--- config.mk ---
export PLATFORM = sky130hd
export DESIGN_NAME = brick_color_table
export DESIGN_NICKNAME = d
export VERILOG_FILES = /design/src/rtl/brick_color_table.sv
export SDC_FILE = /design/constraint.sdc
export NUM_CORES = 2
export LEC_CHECK = 0
export CAP_MARGIN = 10
export CORE_ASPECT_RATIO = 0.8
export CORE_MARGIN = 10
export CORE_UTILIZATION = 42
export CTS_CLUSTER_SIZE = 10
export DETAILED_ROUTE_END_ITERATION = 16
export GPL_ROUTABILITY_DRIVEN = 0
export MAX_ROUTING_LAYER = met4
export PLACE_DENSITY = 0.57
export SLEW_MARGIN = 10
export SYNTH_ARGS = -nofsm -noshare
export SYNTH_HDL_FRONTEND = slang
export SYNTH_SLANG_ARGS = --single-unit
--- constraint.sdc ---
create_clock -name clk -period 3.01 [get_ports clk]
set_clock_uncertainty 0.05 [all_clocks]
set_input_delay 0.301 -clock clk [delete_from_list [all_inputs] [get_ports clk]]
set_output_delay 0.301 -clock clk [all_outputs]
set_load 0.01 [all_outputs]
--- src/rtl/brick_color_table.sv ---
// Colour table fed by the random colour generator's colour/counter stream.
// Captures one entry per counter change during LOAD and serves indexed reads in every state.
module brick_color_table #(
  parameter int          TIMEOUT_CYCLES = 1000,
  parameter logic [7:0]  EMPTY_COLOR    = 8'hFF
) (
  input  logic       clk,
  input  logic       resetN,
  input  logic       load_start,
  input  logic [7:0] gen_color,
  input  logic [7:0] gen_counter,
  input  logic       rd_req,
  input  logic [7:0] rd_index,
  output logic [7:0] rd_color,
  output logic       rd_valid,
  output logic       loading,
  output logic       ready,
  output logic       load_error,
  output logic [8:0] filled_count
);

  localparam int IDLE_W = (TIMEOUT_CYCLES > 2) ? $clog2(TIMEOUT_CYCLES) : 1;
  localparam logic [IDLE_W-1:0] IDLE_MAX = IDLE_W'(TIMEOUT_CYCLES - 1);

  typedef enum logic [1:0] {
    S_IDLE,
    S_LOAD,
    S_READY
  } state_e;

  state_e              state_q, state_d;
  logic [7:0]          last_counter_q, last_counter_d;
  logic [IDLE_W-1:0]   idle_cnt_q, idle_cnt_d;
  logic                load_error_q, load_error_d;
  logic [8:0]          filled_q, filled_d;
  logic [255:0]        valid_q;
  logic [7:0]          table_q [256];
  logic [7:0]          rd_color_q;
  logic                rd_valid_q;
  logic                wr_en;

  // load_start takes priority over a coinciding counter change.
  assign wr_en = (state_q == S_LOAD) && !load_start && (gen_counter != last_counter_q);

  // NOTE: every output of this block gets a default first, so no path can infer a latch.
  always_comb begin
    state_d        = state_q;
    last_counter_d = last_counter_q;
    idle_cnt_d     = idle_cnt_q;
    load_error_d   = load_error_q;
    filled_d       = filled_q;
    if (load_start) begin
      state_d        = S_LOAD;
      last_counter_d = gen_counter;
      idle_cnt_d     = '0;
      load_error_d   = 1'b0;
      filled_d       = '0;
    end else if (state_q == S_LOAD) begin
      if (wr_en) begin
        last_counter_d = gen_counter;
        idle_cnt_d     = '0;
        if (!valid_q[gen_counter] && filled_q != 9'd256) filled_d = filled_q + 9'd1;
        if (gen_counter == 8'hFF) state_d = S_READY;
      end else if (idle_cnt_q == IDLE_MAX) begin
        state_d      = S_IDLE;
        load_error_d = 1'b1;
        idle_cnt_d   = '0;
      end else begin
        idle_cnt_d = idle_cnt_q + 1'b1;
      end
    end
  end

  // NOTE: state uses non-blocking assignments so every register samples pre-edge values.
  always_ff @(posedge clk or negedge resetN) begin
    if (!resetN) begin
      state_q        <= S_IDLE;
      last_counter_q <= '0;
      idle_cnt_q     <= '0;
      load_error_q   <= 1'b0;
      filled_q       <= '0;
      valid_q        <= '0;
    end else begin
      state_q        <= state_d;
      last_counter_q <= last_counter_d;
      idle_cnt_q     <= idle_cnt_d;
      load_error_q   <= load_error_d;
      filled_q       <= filled_d;
      if (load_start)  valid_q <= '0;
      else if (wr_en)  valid_q[gen_counter] <= 1'b1;
    end
  end

  // NOTE: the colour array has no reset; the valid bits alone decide whether an entry is visible.
  always_ff @(posedge clk) begin
    if (wr_en) table_q[gen_counter] <= gen_color;
  end

  // Reading the pre-edge array gives read-before-write on a same-index collision.
  always_ff @(posedge clk or negedge resetN) begin
    if (!resetN) begin
      rd_color_q <= '0;
      rd_valid_q <= 1'b0;
    end else begin
      rd_valid_q <= rd_req;
      if (rd_req) rd_color_q <= valid_q[rd_index] ? table_q[rd_index] : EMPTY_COLOR;
    end
  end

  assign rd_color     = rd_color_q;
  assign rd_valid     = rd_valid_q;
  assign loading      = (state_q == S_LOAD);
  assign ready        = (state_q == S_READY);
  assign load_error   = load_error_q;
  assign filled_count = filled_q;

endmodule
==> impl_metrics.toml <==
[run_status]
status = "finished with violations"
violations = "negative setup slack"

[route]
detailroute.via_count = 49492
met1_length_um = 113000
viasPerCell = 5.93
drt_iter0_markers = 5466
postRouteAntennaNets = 0
dr.max_layer_used = "met4"
wl_um = 252000
wl_met3_um = 19500
dr.pass1.iters = 5
routedWlPerCell_um = 30.2
route.met2.wl_um = 114000
drc_errors = 0

[pwr]
total_power_w = 0.0693
power.density_mw_per_mm2 = 622
power_frac_seq = 0.512
switching_share = 0.215
power_frac_comb = 0.061
ir_drop_uv = 425
cell_internal_pwr_w = 0.0544
clock_power_share = 0.428
reported_leakage_power_nw = 36.6
power_switching_w = 0.0149

[clocking]
worst_skew_pair.late_latency_ns = 0.84
clock_buffer_count_from_cts = 279
ctsRootBufferMaster = "sky130_fd_sc_hd__clkbuf_16"
numClockSinks = 2343
max_buffers_root_to_sink = 4
cts_htree_levels = 5
clock_tree_from_tritoncts = "built"
path_clk_slew_ns = 0.06

[timing]
final_hold_viol_count = 0
fin_max_slew_vios = 0
transition_time_at_the_pin_with_the_least_slew_margin_ns = 1.33
grt_setup_unrepaired = "true"
final.min_clock_period_ns = 3.01
achievable-frequency_ghz = 0.332
fin_crit_sh = 1.00
worst_slack_ns = -0.00187
max-slew-margin-rel = 0.116
setup_violations = 4

[placement]
placed_area_mm2 = 0.102
port-buffer-count = 48
dp_hpwl_um = 160000

[synthesis]
post_synth_and_or_nand_nor_area_fraction = 0.0331
yosysWarningCount = 0
synth_mux_area_frac = 0.188
ys_top_cells_by_count = "2048 x sky130_fd_sc_hd__edfxtp_1, 736 x sky130_fd_sc_hd__mux4_2, 551 x sky130_fd_sc_hd__nor2_1"
asyncSetResetFlopFracSynth = 0.126
xor_xnor_share_of_the_synthesized_area = 0.00121
synth_area_leaders = "sky130_fd_sc_hd__edfxtp_1 65%, sky130_fd_sc_hd__mux4_2 18%, sky130_fd_sc_hd__dfrtp_1 7.9%, sky130_fd_sc_hd__nor2_1 2.2%, sky130_fd_sc_hd__a21oi_1 1.5%"
post-synth-top-count-cell = "sky130_fd_sc_hd__edfxtp_1"
syn_nets = 4774
post_synth.cell_area_avg_um2 = 19.8
synth_enable_flop_cells = 2048
synth_top_cell_area_share = 0.654
synth-main-ff-cell = "sky130_fd_sc_hd__edfxtp_1"
post_synth_inst_count = 4743
synth_compound_gate_area_share = 0.0287
ys_types = 52
combinational_family_with_the_most_area_after_synthesis = "multiplexers"
netlist.top_cell.by_area = "sky130_fd_sc_hd__edfxtp_1"
ys_seq_area_frac = 0.733
synth_seq_cells = 2343
synth_cell_area_mm2 = 0.0940
synth_fa_ha_area_frac = 0.000399

[flow_run]
max_cap_viol_count = 0

[final_layout]
flow.area_growth_from_synthesis_pct = 18.6
final_standard_cell_area_without_fillers_mm2 = 0.111
nNetsFinal = 5315
drive_gt1_frac = 0.352

[hold_path]
hold_class = "in -> async"

[global_routing]
grt_first_pass_wirelength_um = 367000
antenna_found_initial = 5
grt_start_max_net_pins = 233
grt_pass1_vias = 49905
groute.usage.overall = 0.210
grt_remaining_overflow = 0

[worst_setup_path]
setup.worst_path.end_class = "flip-flop"
critical_path.max_fanout = 14
crit_required_ns = 3.43
setup.reg_to_reg.worst_slack_ns = -0.002
start_kind = "flip-flop"
timing.critical_path.arrival_ns = 3.43
critPathKind = "reg -> reg"

[floorplanning]
initial_core_util = 0.422
fp.dieH_um = 443
design.core.area_mm2 = 0.223
top_level_ports = 49
die_w_um = 549
die-area_mm2 = 0.243
rows = 155
==> power groups by stage <==
stage / clock, W / sequential, W / combinational [W]
2_1_floorplan: 0 / 0.0361 / 0.00187
3_3_place_gp: 0 / 0.0361 / 0.00413
3_5_place_dp: 0 / 0.0361 / 0.00416
4_1_cts: 0.0302 / 0.0355 / 0.00420
5_1_grt: 0.0315 / 0.0354 / 0.00442
6_report: 0.0297 / 0.0355 / 0.00421
==> cells by family (layout without fill, tap and decap cells) <==
family | Yosys count | count (layout)
adders and majority gates | 3 | 3
and+or+nand+nor | 753 | 753
other | 0 | 5
DFF | 2343 | 2343
buffers and inverters | 327 | 947
AOI/OAI and AO/OA | 456 | 457
xor gates and xnor gates | 13 | 13
muxes | 848 | 848
==> registers in the layout, indices dropped and copies added (netlist names) <==
signal	count
filled_count	9
idle_cnt_q	10
last_counter_q	8
load_error	1
rd_color	8
rd_valid	1
state_q	2
table_q	2048
valid_q	256
==> worst max-delay path, stage by stage (launching register included) <==
cell and delay (ns):
sky130_fd_sc_hd__dfrtp_1 0.38, sky130_fd_sc_hd__xor2_1 0.21, sky130_fd_sc_hd__nor4_1 0.09, sky130_fd_sc_hd__buf_4 0.14
sky130_fd_sc_hd__a21oi_1 0.13, sky130_fd_sc_hd__buf_4 0.15, sky130_fd_sc_hd__nand2b_1 0.15, sky130_fd_sc_hd__nor3_1 0.25
sky130_fd_sc_hd__buf_4 0.25, sky130_fd_sc_hd__nand2_1 0.11, sky130_fd_sc_hd__buf_12 0.18, sky130_fd_sc_hd__nor2_1 0.55
==> final timing paths <==
kind,endpoint,cells past startpoint,from
setup / recovery,table_q[18][6]$_DFFE_PP_,11,last_counter_q[7]$_DFFE_PN0P_
hold / removal,valid_q[95]$_DFFE_PN0P_,2,resetN
setup reg to reg,table_q[18][6]$_DFFE_PP_,11,last_counter_q[7]$_DFFE_PN0P_
hold reg to reg,valid_q[26]$_DFFE_PN0P_,2,valid_q[26]$_DFFE_PN0P_
max in group asynchronous,valid_q[197]$_DFFE_PN0P_,3,resetN
min in group clk,last_counter_q[0]$_DFFE_PN0P_,4,gen_counter[0]
==> layout make-up <==
type / count / area [um^2]
Antenna cell: 5 / 12.5
Clock buffer: 345 / 7460
Clock inverter: 16 / 170
Fill cell: 17758 / 111000
Inverter: 9 / 33.8
Multi-Input combinational cell: 2074 / 25000
Sequential cell: 2343 / 68900
Tap cell: 2983 / 3730
Timing Repair Buffer: 577 / 6180
==> timing repair <==
action / CTS / global route
resized for setup: 252 / 109
hold buffers: 11 / 0
pin swaps: 0 / 8
setup endpoints to repair: 1892 / 1352
cloned: 0 / 1
endpoints found under the hold margin: 497 / 0
setup buffers: 0 / 5
==> per-layer routing <==
layer / global-route usage / up-vias
met1: 0.313 / 26716
met5: - / -
met3: 0.0423 / 353
met2: 0.302 / 1970
li1: - / 20453
met4: 0.0451 / 0
==> stage by stage <==
stage / setup WS, ns / setup TNS [ns] / hold WS [ns] / cells / utilization
2_1_floorplan: 0.0744 / 0 / -0.0446 / 4743 / -
3_3_place_gp: -0.777 / -1213.98 / 0.324 / 7969 / 0.460
3_5_place_dp: -0.821 / -1164.81 / 0.342 / 7969 / 0.460
4_1_cts: -0.171 / -11.84 / 0.0306 / 8341 / 0.497
5_1_grt: -0.122 / -1.91 / 0.0776 / 8350 / 0.500
6_report: -0.00187 / -0.00635 / 0.0341 / 8352 / 0.500
==> layout by cell type, fill, tap and decap left out, types with 54 or more instances in the layout <==
cell / instances
sky130_fd_sc_hd__edfxtp_1: 2048
sky130_fd_sc_hd__mux4_2: 736
sky130_fd_sc_hd__buf_4: 388
sky130_fd_sc_hd__dfrtp_1: 295
sky130_fd_sc_hd__clkbuf_16: 289
sky130_fd_sc_hd__nor2_1: 287
sky130_fd_sc_hd__a21oi_1: 279
sky130_fd_sc_hd__nor2_2: 171
sky130_fd_sc_hd__buf_12: 131
sky130_fd_sc_hd__mux2i_1: 101
sky130_fd_sc_hd__nor2_4: 93
sky130_fd_sc_hd__nand2_1: 66
sky130_fd_sc_hd__a22oi_1: 56
sky130_fd_sc_hd__clkbuf_1: 54
Power figures use the tool's default switching activity.
